===== config.mk =====
export PLATFORM = sky130hd
export DESIGN_NAME = rca_pipe_adder
export DESIGN_NICKNAME = d
export VERILOG_FILES = /design/src/rtl/rca_pipe_adder.sv
export SDC_FILE = /design/constraint.sdc
export NUM_CORES = 1
export LEC_CHECK = 0
export BUFFER_PORTS_ARGS = -buffer_cell sky130_fd_sc_hd__buf_4
export CORE_UTILIZATION = 52
export CTS_CLUSTER_DIAMETER = 100
export DETAILED_ROUTE_END_ITERATION = 16
export PLACE_DENSITY = 0.76
export REMOVE_ABC_BUFFERS = 1
export SLEW_MARGIN = 20
export SYNTH_ARGS = -nofsm -noshare
export SYNTH_HDL_FRONTEND = slang
export SYNTH_SLANG_ARGS = --single-unit

===== constraint.sdc =====
create_clock -name clk -period 2 [get_ports clk]
set_input_delay 0.1 -clock clk [delete_from_list [all_inputs] [get_ports clk]]
set_output_delay 0.1 -clock clk [all_outputs]
set_load 0.005 [all_outputs]

===== src/rtl/rca_pipe_adder.sv =====
// rca_pipe_adder
//   Pipelined ripple-carry adder/subtractor. A WIDTH-bit operation is split
//   into STAGES = WIDTH/SEG ripple segments, one per pipeline stage, with the
//   segment carry registered between stages. Operands ride along the pipe so
//   each stage sees its own segment, and the finished low sum segments travel
//   forward so the whole result leaves the last stage aligned.
//
// Ports
//   clk, rst_n          rising-edge clock, asynchronous active-low reset
//   in_valid/in_ready   input handshake (in_ready = pipe advances this cycle)
//   a, b, cin, sub      operands; sub=1 gives a-b (cin ignored)
//   out_valid/out_ready output handshake
//   sum, cout, ovf      result mod 2^WIDTH, MSB carry-out, signed overflow
module rca_pipe_adder #(
    parameter int WIDTH = 16,
    parameter int SEG   = 4
) (
    input  logic             clk,
    input  logic             rst_n,
    input  logic             in_valid,
    output logic             in_ready,
    input  logic [WIDTH-1:0] a,
    input  logic [WIDTH-1:0] b,
    input  logic             cin,
    input  logic             sub,
    output logic             out_valid,
    input  logic             out_ready,
    output logic [WIDTH-1:0] sum,
    output logic             cout,
    output logic             ovf
);

    localparam int SEG_SAFE = (SEG < 1) ? 1 : SEG;
    localparam int STAGES   = (WIDTH / SEG_SAFE < 1) ? 1 : (WIDTH / SEG_SAFE);

    if (SEG < 1 || (WIDTH % SEG_SAFE) != 0) begin : g_bad_param
        $error("rca_pipe_adder: WIDTH must be a positive multiple of SEG");
    end

    // Per-stage registers; index STAGES-1 is the output stage.
    logic [WIDTH-1:0] pa [STAGES];
    logic [WIDTH-1:0] pb [STAGES];
    logic [WIDTH-1:0] ps [STAGES];
    logic             pc [STAGES];
    logic             pv [STAGES];
    logic             ovf_q;

    // Next-state values for every stage.
    logic [WIDTH-1:0] na [STAGES];
    logic [WIDTH-1:0] nb [STAGES];
    logic [WIDTH-1:0] ns [STAGES];
    logic             nc [STAGES];
    logic             nv [STAGES];
    logic             n_ovf;
    logic             adv;

    // Working values for the stage currently being evaluated.
    logic [WIDTH-1:0] sa;
    logic [WIDTH-1:0] sb;
    logic [WIDTH-1:0] ss;
    logic             sc;
    logic             sv;
    logic [SEG_SAFE:0] t;

    always_comb begin
        adv   = out_ready || !pv[STAGES-1];
        n_ovf = 1'b0;
        sa    = '0;
        sb    = '0;
        ss    = '0;
        sc    = 1'b0;
        sv    = 1'b0;
        t     = '0;
        for (int unsigned k = 0; k < STAGES; k++) begin
            if (k == 0) begin
                sa = a;
                sb = b ^ {WIDTH{sub}};
                ss = '0;
                sc = sub | cin;
                sv = in_valid;
            end else begin
                sa = pa[k-1];
                sb = pb[k-1];
                ss = ps[k-1];
                sc = pc[k-1];
                sv = pv[k-1];
            end
            t = {1'b0, sa[k*SEG_SAFE +: SEG_SAFE]}
              + {1'b0, sb[k*SEG_SAFE +: SEG_SAFE]}
              + {{SEG_SAFE{1'b0}}, sc};
            na[k] = sa;
            nb[k] = sb;
            ns[k] = ss;
            ns[k][k*SEG_SAFE +: SEG_SAFE] = t[SEG_SAFE-1:0];
            nc[k] = t[SEG_SAFE];
            nv[k] = sv;
            // Carry into the MSB is recovered from the MSB sum bit
            // (s = a ^ b ^ c), which also covers SEG = 1.
            if (k == STAGES - 1) begin
                n_ovf = (sa[WIDTH-1] ^ sb[WIDTH-1] ^ t[SEG_SAFE-1]) ^ t[SEG_SAFE];
            end
        end
    end

    always_ff @(posedge clk or negedge rst_n) begin
        if (!rst_n) begin
            for (int unsigned k = 0; k < STAGES; k++) begin
                pa[k] <= '0;
                pb[k] <= '0;
                ps[k] <= '0;
                pc[k] <= 1'b0;
                pv[k] <= 1'b0;
            end
            ovf_q <= 1'b0;
        end else if (adv) begin
            for (int unsigned k = 0; k < STAGES; k++) begin
                pv[k] <= nv[k];
                // The output stage only reloads data for a valid result so
                // sum/cout/ovf never change on a bubble.
                if (k != STAGES - 1 || nv[k]) begin
                    pa[k] <= na[k];
                    pb[k] <= nb[k];
                    ps[k] <= ns[k];
                    pc[k] <= nc[k];
                end
            end
            if (nv[STAGES-1]) begin
                ovf_q <= n_ovf;
            end
        end
    end

    assign in_ready  = adv;
    assign out_valid = pv[STAGES-1];
    assign sum       = ps[STAGES-1];
    assign cout      = pc[STAGES-1];
    assign ovf       = ovf_q;

endmodule


Word-level counts from Yosys, hierarchy flattened:

Cells that the tools add are included.

* equality and inequality tests: 0
* divide/modulo/power cells: 0
* reduce and logical (&&, ||, !) cells: 3
* muxes and demuxes: 0
* multiply operators: 0
* $lt $le $gt $ge: 0
* add/sub/neg operators: 8
* shifts and indexed selects: 0
* bitwise logic cells: 5

Operators by type and width (count)
* $add A4 B4 Y5: 4
* $add A5 B1 Y5: 4
* $xor A16 B16 Y16: 1
* $xor A1 B1 Y1: 3
* $reduce_and A2 Y1: 1
* $logic_not A1 Y1: 1
* $logic_or A1 B1 Y1: 1
* $or A1 B1 Y1: 1

* ROM bits: 0
* input port bits: 38
* memories: 0
* RAM bits: 0
* bits in latches: 0
* output and inout bits: 20
* word-level logic and storage cells: 35
* bits in registers: 145

Longest topological paths before layout:

Gate-level depths: netlist of run 1.

* depth in word-level cells: 4
* depth in mapped cells: 8
* mapped depth without buffers: 6

Worst setup path after synthesis of run 1:

OpenSTA, ideal clock, no wires.

* path type: input-to-reg
* start point: input port sub
* end point: register pc[3] (netlist bit)
* data required time: 1873 ps
* cell stages on the path: 8
* setup slack: -34 ps
* setup time: 127 ps
* arrival: 1908 ps
* buffers on the path: 2
* cell sequence: buf_2 -> buf_4 -> or2_2 -> fa_1 -> fa_1 -> a21o_1 -> a21oi_1 -> a21oi_1

* word-level cells in the longest chain between the ends: 3
* elaborated cells on any way between the ends: 4
* those cells by class: add/sub (2); bitwise (2)

RTL lines
* start, declared: line 25 `input logic sub,`
* $xor A16 B16 Y16: line 77 `sb = b ^ {WIDTH{sub}};`
* $add A4 B4 Y5: line 89 `+ {1'b0, sb[k*SEG_SAFE +: SEG_SAFE]}`
* $add A5 B1 Y5 (*): line 90 `+ {{SEG_SAFE{1'b0}}, sc};`
* end signal, assigned by index: line 124 `pc[k] <= nc[k];`
* end, declared: line 44 `logic pc [STAGES];`

Every way passes the cells marked *; elsewhere a longest branch is shown, timed or not.
A chain may end at the register's enable or synchronous reset.

Worst setup path after layout of run 1:

* start point: register pa (netlist bit sa[12])
* end point: register ovf_q, in the netlist ovf

* word-level cells in the longest chain between the ends: 4

RTL lines
* start, declared: line 41 `logic [WIDTH-1:0] pa [STAGES];`
* start signal, assigned by index: line 121 `pa[k] <= na[k];`
* $add A4 B4 Y5 (*): line 89
* $add A5 B1 Y5 (*): line 90
* $xor A1 B1 Y1: line 100 `n_ovf = (sa[WIDTH-1] ^ sb[WIDTH-1] ^ t[SEG_SAFE-1]) ^ t[SEG_SAFE];`
* $xor A1 B1 Y1 (*): line 100
* end signal, assigned: line 128 `ovf_q <= n_ovf;`
* end, declared: line 46 `logic ovf_q;`

Marks and branches as above.

==> out/qor.log, run 1 <==
INFO  timing         timing.final.crit_share=0.942
INFO  power_and_ir_drop comb_power_share=0.376
INFO  critical_path  cp.arrival=2.11ns
INFO  clocking       clk-insertion-delay-late=0.36ns
INFO  layout         diodes=0
INFO  critical_path  end_kind=register
INFO  power_and_ir_drop total_leakage_power=2.65nW
INFO  power_and_ir_drop vdd.ir_drop.worst=0.701mV
INFO  routing        routed_wl=7460um
INFO  grt            grt_util_all_layers=0.196
INFO  logic_synthesis syn-mean-instance-area=10.2um2
INFO  routing        drc=0
INFO  power_and_ir_drop internal_power=4.83mW
INFO  critical_path  r2r-end=ovf$_DFFE_PN0P_
INFO  logic_synthesis yosys_warnings=0
INFO  timing         setup_total_negative_slack=0ns
INFO  critical_path  start_kind=register
INFO  logic_synthesis synthCells=421
INFO  critical_path  crit_type=reg -> reg
INFO  place          gpl_wtd_cong=0.725
INFO  routing        dr.pass1.iters=4
INFO  timing         timing.final.setup_violations=0
INFO  place          placement.setup.worst_slack=-0.0124ns
INFO  power_and_ir_drop power.density_cell_area=1420nW/um2
INFO  power_and_ir_drop p_seq_frac=0.454
INFO  critical_path  critical_path_required=2.23ns
INFO  logic_synthesis yosys_register_bits=97
INFO  layout         utilization=0.660
INFO  timing         report.final.slew_viol_count=0
INFO  logic_synthesis post_synth_instance_area=4280um2
INFO  logic_synthesis yosys-top-cells-area=dfrtp_1 (57%), nand2_1 (16%), mux2_4 (4.2%), fa_1 (3.7%), ha_1 (3.5%)
INFO  routing        vias_per_cell=4.85
INFO  clocking       tritoncts=done
INFO  min_path       min_delay_worst_endpoint=nb[43]$_DFFE_PN0N_
INFO  floorplan      fp.coreArea=7850um2
INFO  status         status=complete, no violations
INFO  timing         grt_setup_unrepaired=false
INFO  timing         slew_headroom=0.758
INFO  run            cap_violations=0
INFO  floorplan      die_width=92.8um
INFO  floorplan      num_rows=32
INFO  grt            grt_pass1_vias=2905
INFO  layout         final.fill_count=660
INFO  power_and_ir_drop switching_power=2.50mW
INFO  layout         drive_above_1_share=0.198
INFO  power_and_ir_drop sw_frac_of_total=0.341
INFO  logic_synthesis netlist.area_leader.share=0.567
INFO  timing         setup_ws=0.116ns
INFO  clocking       cts_sinks=97
INFO  grt            grt.overflow.total=0
INFO  place          hpwlAfterDp=4840um
INFO  floorplan      effective_utilization_at_floorplan=0.546
INFO  place          post-place-cells=564
INFO  routing        initial_drc_count=127
INFO  min_path       min_path_type=in -> reg
INFO  place          io_buffers=57
INFO  floorplan      io_pins=58
INFO  logic_synthesis netlist.top_cell.by_area=dfrtp_1
INFO  power_and_ir_drop clock_power_share=0.170
INFO  timing         hold_viol_final=0
INFO  clocking       cts-root-to-sink-buffers=2
INFO  grt            grt_antenna_before_repair=0
INFO  routing        wl_per_cell=12.5um
INFO  min_path       min_from=b[11]
INFO  min_path       min_path_cells=3
INFO  grt            grt_first_pass_wirelength=13100um
INFO  routing        antenna_left=0
INFO  logic_synthesis ys_seq_area_frac=0.567
INFO  timing         tightest_slew=0.363ns
INFO  clocking       cts_made_buffers=9
INFO  timing         timing_limited_maximum_frequency=531MHz
INFO  clocking       cts.htree.levels=3
INFO  layout         layout.cells.non_filler=597
INFO  floorplan      design.die.area=8600um2
INFO  timing         finalCriticalPeriod=1.88ns
INFO  routing        num_vias=2893
INFO  logic_synthesis yosys.cell_types.count=22
INFO  layout         area.growth.synth_to_final=20.9%
INFO  clocking       clock_slew_at_the_register_clock_pins_of_the_worst_setup_and_hold_paths=0.10ns
INFO  layout         nets=548
INFO  grt            grt_start_max_net_pins=91
INFO  timing         worst_hold_slack=0.0224ns
INFO  timing         finalClockSkew=0.0139ns
INFO  critical_path  worstReg2RegStart=sa[12]$_DFFE_PN0N_
INFO  floorplan      fp.dieH=92.8um
INFO  critical_path  reg2reg_slack=0.12ns
INFO  critical_path  reg2reg_depth=6
INFO  clocking       library_cell_used_as_clock_root_buffer=clkbuf_8
INFO  critical_path  worst-path-max-fanout=2
[power by group through the flow]
stage / sequential, mW / clock [mW] / combinational, mW
6_report: 3.33 / 1.24 / 2.75
5_1_grt: 3.45 / 1.37 / 3.14
4_1_cts: 3.34 / 1.29 / 2.81
3_5_place_dp: 3.37 / 0 / 2.75
3_3_place_gp: 3.33 / 0 / 2.62
2_1_floorplan: 3.27 / 0 / 1.90
[synthesized netlist by cell type, drive strengths merged]
cell	instances
inv	5
or2	1
nor2	5
ha	12
a21oi	11
nor2b	2
xnor2	16
o21ai	26
nand2	187
mux2	14
dfrtp	97
clkbuf	9
buf	12
xor2	8
nand2b	1
a21o	7
fa	8
[sequential cells by signal, indices dropped and copies added, names as in the netlist, 2 cells and up]
name  cells
nv        2
sa        4
ss       12
na       20
ns       12
nb       20
sum      16
sb        4
pc        2
[cells by family (layout without fill, tap and decap cells)]
kind of cell	after synthesis	after routing	synth area share
AO/OA/AOI/OAI	44	44	0.0555
AND/OR/NAND/NOR	196	196	0.176
XOR/XNOR	24	24	0.0491
adder cells (fa/ha/maj)	20	20	0.0724
buffers and inverters	26	100	0.0330
flip-flops	97	97	0.567
multiplexers	14	14	0.0473
[worst max-delay path by stage]
stage / cells after the start / slack, ns / end / start
6_report: 6 / 0.12 / ovf$_DFFE_PN0P_ / sa[12]$_DFFE_PN0N_
5_1_grt: 6 / 0.006 / ovf$_DFFE_PN0P_ / sa[12]$_DFFE_PN0N_
4_1_cts: 6 / 0.04 / ovf$_DFFE_PN0P_ / sa[12]$_DFFE_PN0N_
3_5_place_dp: 6 / -0.01 / ovf$_DFFE_PN0P_ / sa[12]$_DFFE_PN0N_
3_3_place_gp: 6 / 0.02 / ovf$_DFFE_PN0P_ / sa[12]$_DFFE_PN0N_
2_1_floorplan: 4 / -3.17 / sum[0]$_DFFE_PN0P_ / out_valid$_DFFE_PN0N_
[routing by layer]
metal  share of wire  up-vias  global-route usage
met1            0.43     1372               0.220
met5               0        -                   0
met4           0.017        0              0.0654
met2            0.52       51               0.360
met3           0.037       10              0.0525
li1                -     1460                   -
[area by class of cell]
class | count | area (um2) | share of cell area
flip-flops and latches | 97 | 2430 | 0.469
multi-input cells | 298 | 1730 | 0.334
repair buffers | 79 | 673 | 0.130
clock buffers | 10 | 128 | 0.0247
well taps | 102 | 128 | 0.0247
clock inverters | 6 | 68.8 | 0.0133
inverters | 5 | 21.3 | 0.00411
[worst max-delay path: stages, from the launching register on]
cell and delay [ns]:
dfrtp_1 0.41, fa_2 0.41, fa_2 0.36, a21o_1 0.20, a21oi_2 0.16, xnor2_1 0.13, o21ai_0 0.08
[placed cells by master, fill, tap and decap left out]
cell / netlist / routed
xnor2_1: 16 / 16
o21ai_0: 26 / 26
ha_1: 12 / 12
buf_12: 0 / 3
xor2_1: 8 / 8
nor2b_1: 2 / 1
inv_1: 4 / 4
dfrtp_1: 97 / 97
or2_2: 1 / 1
a21oi_2: 0 / 1
nand2_4: 1 / 1
nor2_1: 5 / 5
clkbuf_1: 9 / 1
clkbuf_8: 0 / 9
clkinvlp_4: 0 / 1
fa_2: 0 / 2
mux2_2: 2 / 2
buf_4: 3 / 59
fa_1: 8 / 6
clkinv_2: 0 / 1
inv_4: 1 / 1
a21o_1: 7 / 7
nand2_1: 186 / 186
clkinv_4: 0 / 3
a21oi_1: 11 / 10
nand2b_1: 1 / 1
dlygate4sd3_1: 0 / 17
mux2_4: 12 / 12
bufinv_16: 0 / 1
nor2b_4: 0 / 1
[per-stage QoR]
stage / power (mW) / area (um2)
5_1_grt: 7.96 / 5180
3_3_place_gp: 5.95 / 4800
6_report: 7.33 / 5180
2_1_floorplan: 5.18 / 4160
3_5_place_dp: 6.12 / 4800
4_1_cts: 7.43 / 5170
[repair_timing]
action / in CTS / in global routing
endpoints found under the hold margin: 88 / 0
pin swaps: 0 / 1
hold buffers: 17 / 0
setup buffers: 0 / 0
setup endpoints to repair: 1 / 1
resized for setup: 2 / 1
No activity file was read; power rests on OpenSTA's default activity.
==> run 2: changes to the inputs <==
--- a/config.mk
+++ b/config.mk
@@ -5,6 +5,7 @@
 export SDC_FILE = /design/constraint.sdc
 export NUM_CORES = 1
 export LEC_CHECK = 0
+export ABC_AREA = 1
 export BUFFER_PORTS_ARGS = -buffer_cell sky130_fd_sc_hd__buf_4
 export CORE_UTILIZATION = 52
 export CTS_CLUSTER_DIAMETER = 100
==> out/qor.log, run 2 <==
INFO  place          gpl_wtd_cong=0.862 [+19%]
INFO  grt            grt.overflow.total=0 [unchanged]
INFO  timing         finalClockSkew=0.0132ns [-0.000763 ns]
INFO  timing         hold_viol_final=0 [unchanged]
INFO  routing        antenna_left=0 [unchanged]
INFO  clocking       clock_slew_at_the_register_clock_pins_of_the_worst_setup_and_hold_paths=0.09ns [about the same]
INFO  logic_synthesis yosys-top-cells-area=dfrtp_1 (56%), nand2_1 (17%), o21ai_0 (4.2%), fa_1 (3.7%), ha_1 (3.5%)
INFO  critical_path  slowest_delay=0.48ns [+0.07 ns]
INFO  run            cap_violations=0 [unchanged]
INFO  power_and_ir_drop power.density_cell_area=1430nW/um2 [+0.96%]
INFO  routing        routed_wl=7920um [+6.2%]
INFO  layout         drive_above_1_share=0.159 [-0.0392]
INFO  critical_path  critical_path.startpoint=sa[12]$_DFFE_PN0N_
INFO  critical_path  worstPathCellList=fa_1 -> fa_1 -> nand2_1 -> nand2_1 -> nand2_1 -> nand2_1 -> nand3_1 -> nand2_1
INFO  critical_path  worst-path-max-fanout=3 [+1]
INFO  routing        vias_per_cell=4.89 [+0.93%]
INFO  critical_path  cp.arrival=2.09ns [-0.02 ns]
INFO  layout         final_cell_mix=nand2_1 (199), dfrtp_1 (97), buf_4 (64)
INFO  power_and_ir_drop total_leakage_power=2.70nW [+1.8%]
INFO  clocking       cts.htree.levels=3 [unchanged]
INFO  layout         layout.cells.non_filler=650 [+8.9%]
INFO  routing        drc=0 [unchanged]
INFO  clocking       clk-insertion-delay-late=0.37ns [about the same]
INFO  logic_synthesis ys_dominant_reg_cell=dfrtp_1
INFO  logic_synthesis synth_top_family_by_area=simple AND/OR/NAND/NOR gates
INFO  timing         worst_hold_slack=0.0128ns [-0.00958 ns]
INFO  status         status=complete, no violations
INFO  timing         finalCriticalPeriod=1.82ns [-0.0596 ns]
INFO  power_and_ir_drop total_power=7.47mW [+2.0%]
INFO  logic_synthesis yosysMostFrequentCell=nand2_1
INFO  critical_path  start_kind=register
INFO  place          io_buffers=57 [unchanged]
INFO  critical_path  critPathTopFamily=adder cells
INFO  clocking       cts-root-to-sink-buffers=2 [unchanged]
INFO  place          hpwlAfterDp=5360um [+11%]
INFO  logic_synthesis yosys.cell_types.count=21 [-4.5%]
INFO  grt            grt_util_all_layers=0.209 [+0.0123]
INFO  routing        wl_per_cell=12.2um [-2.5%]
INFO  layout         area.growth.synth_to_final=20.6%
INFO  logic_synthesis postSynth.asyncResetShare=1.00 [unchanged]
INFO  timing         report.final.slew_viol_count=0 [unchanged]
INFO  logic_synthesis syn-mean-instance-area=9.19um2 [-9.7%]
INFO  critical_path  end_kind=register
INFO  floorplan      fp.coreArea=7890um2 [+0.51%]
INFO  timing         timing.final.crit_share=0.912 [-0.0298]
INFO  power_and_ir_drop vdd.ir_drop.worst=0.644mV [-8.1%]
INFO  timing         setup_total_negative_slack=0ns [unchanged]
INFO  critical_path  worst_path_most_repeated_cell=nand2_1
INFO  min_path       min_path_type=in -> reg
INFO  logic_synthesis post_synth_and_or_nand_nor_area_fraction=0.212 [+0.0362]
INFO  routing        initial_drc_count=152 [+20%]
INFO  layout         diodes=0 [unchanged]
INFO  floorplan      die_width=93.3um [+0.61%]
INFO  critical_path  critical-path-slowest-cell=fa_1
INFO  clocking       tritoncts=done
INFO  place          post-place-cells=618 [+9.6%]
INFO  min_path       min_from=b[9]
INFO  clocking       cts-hold-fix-buffers=16 [-1]
INFO  timing         timing.final.setup_violations=0 [unchanged]
INFO  logic_synthesis synth_edf_count=0 [unchanged]
INFO  logic_synthesis netlist.area_leader.share=0.560 [-0.00703]
INFO  timing         slew_headroom=0.620 [-0.138]
INFO  clocking       cts_sinks=97 [unchanged]
INFO  logic_synthesis synth.area.mux_share=0 [-0.0473]
INFO  logic_synthesis synthCells=472 [+12%]
INFO  floorplan      effective_utilization_at_floorplan=0.550 [+0.00405]
INFO  logic_synthesis yosys_warnings=0 [unchanged]
INFO  logic_synthesis netlist.top_cell.by_area=dfrtp_1
INFO  grt            grt_pass1_vias=3213 [+11%]
INFO  grt            grt_antenna_before_repair=0 [unchanged]
INFO  routing        dr.pass1.iters=4 [unchanged]
INFO  critical_path  crit_type=reg -> reg
INFO  clocking       post-cts-setup-buffers=0 [unchanged]
INFO  critical_path  worstReg2RegStart=sa[12]$_DFFE_PN0N_
INFO  layout         utilization=0.663 [+0.00331]
INFO  clocking       ctsResizeCount=0 [-2]
INFO  logic_synthesis synthXorXnorAreaFrac=0.0343 [-0.0147]
INFO  logic_synthesis yosys-top-cells-count=nand2_1 (199), dfrtp_1 (97), o21ai_0 (36), inv_1 (27)
INFO  layout         nets=601 [+9.7%]
INFO  logic_synthesis post_synth_instance_area=4340um2 [+1.3%]
INFO  routing        num_vias=3179 [+9.9%]
INFO  floorplan      io_pins=58 [unchanged]
INFO  clocking       cts_made_buffers=9 [unchanged]
INFO  critical_path  critical_path_required=2.26ns [+0.03 ns]
INFO  floorplan      fp.dieH=93.3um [+0.61%]
INFO  clocking       library_cell_used_as_clock_root_buffer=clkbuf_8
INFO  grt            grt_start_max_net_pins=50 [-45%]
INFO  timing         grt_setup_unrepaired=false
INFO  floorplan      design.die.area=8710um2 [+1.2%]
INFO  layout         most_common_cell_after_layout_fill_and_taps_aside=nand2_1
INFO  timing         timing_limited_maximum_frequency=548MHz [+3.3%]
INFO  critical_path  worstPathBufferInverterCount=0 [unchanged]
INFO  logic_synthesis yosys.area_share.adder=0.0716 [-0.000899]
INFO  timing         tightest_slew=0.570ns [+0.207 ns]
INFO  logic_synthesis ys_seq_area_frac=0.560 [-0.00703]
INFO  grt            grt_first_pass_wirelength=14100um [+7.9%]
INFO  floorplan      num_rows=32 [unchanged]
INFO  logic_synthesis yosys_register_bits=97 [unchanged]
INFO  logic_synthesis synth_compound_area_frac=0.0687 [+0.0132]
run 2: cell types whose count changed after synthesis, moves of 9 or more:
cell	delta
inv_1	+23
o21ai_1	+15
buf_2	+9
o21ai_0	+10
mux2_4	-12
nand2_1	+13
nand3_1	+15
run 2: cell type report:
| cell class | count | area [um2] |
|---|---|---|
| inverters | 29 | 109 |
| flip-flops and latches | 97 | 2430 |
| clock buffers | 10 | 138 |
| fillers | 638 | 2660 |
| multi-input cells | 325 | 1680 |
| well taps | 102 | 128 |
| clock inverters | 6 | 90.1 |
| repair buffers | 81 | 661 |
run 2: layer usage:
| layer | up-vias | wire (um) | track usage |
|---|---|---|---|
| met5 | - | 0 | 0 |
| met4 | 0 | 180 | 0.0897 |
| met3 | 14 | 238 | 0.0366 |
| met2 | 59 | 3890 | 0.354 |
| met1 | 1485 | 3610 | 0.263 |
| li1 | 1621 | - | - |
run 2: cells by family (layout without fill, tap and decap cells):
family | Yosys count | in the layout
AND/OR/NAND/NOR | 229 | 229
adder cells (fa/ha/maj) | 20 | 20
buffers and inverters | 50 | 126
AO/OA/AOI/OAI | 59 | 59
XOR/XNOR | 17 | 17
flip-flops | 97 | 97
run 2: path summary, 6_finish.rpt:
check	depth (start not counted)	slack [ns]	end
min in group asynchronous	2	0.26	nb[39]$_DFFE_PN0N_
min reg2reg	2	0.48	sb[12]$_DFFE_PN0N_
max	8	0.18	ovf$_DFFE_PN0P_
min	3	0.01	nb[41]$_DFFE_PN0N_
max reg2reg	8	0.18	ovf$_DFFE_PN0P_
max in group asynchronous	3	1.05	sum[2]$_DFFE_PN0P_
run 2: report_power, final:
group	internal [mW]	switching (mW)
combinational	1.19	1.59
sequential	2.81	0.444
clock	0.743	0.695
total	4.74	2.73
run 2: through the flow:
stage | area, um2 | worst slack [ns]
after floorplan | 4210 | 0.0169
final | 5230 | 0.175
after global placement | 4840 | 0.213
after global routing | 5230 | 0.0465
after CTS | 5230 | 0.170
after detailed placement | 4840 | 0.169
run 2: worst reg2reg max path, stage by stage, from the launching register on:
cell     delay (ns)
dfrtp_1        0.41
fa_1           0.49
fa_1           0.44
nand2_1        0.10
nand2_1        0.05
nand2_1        0.07
nand2_1        0.05
nand3_1        0.07
nand2_1        0.04
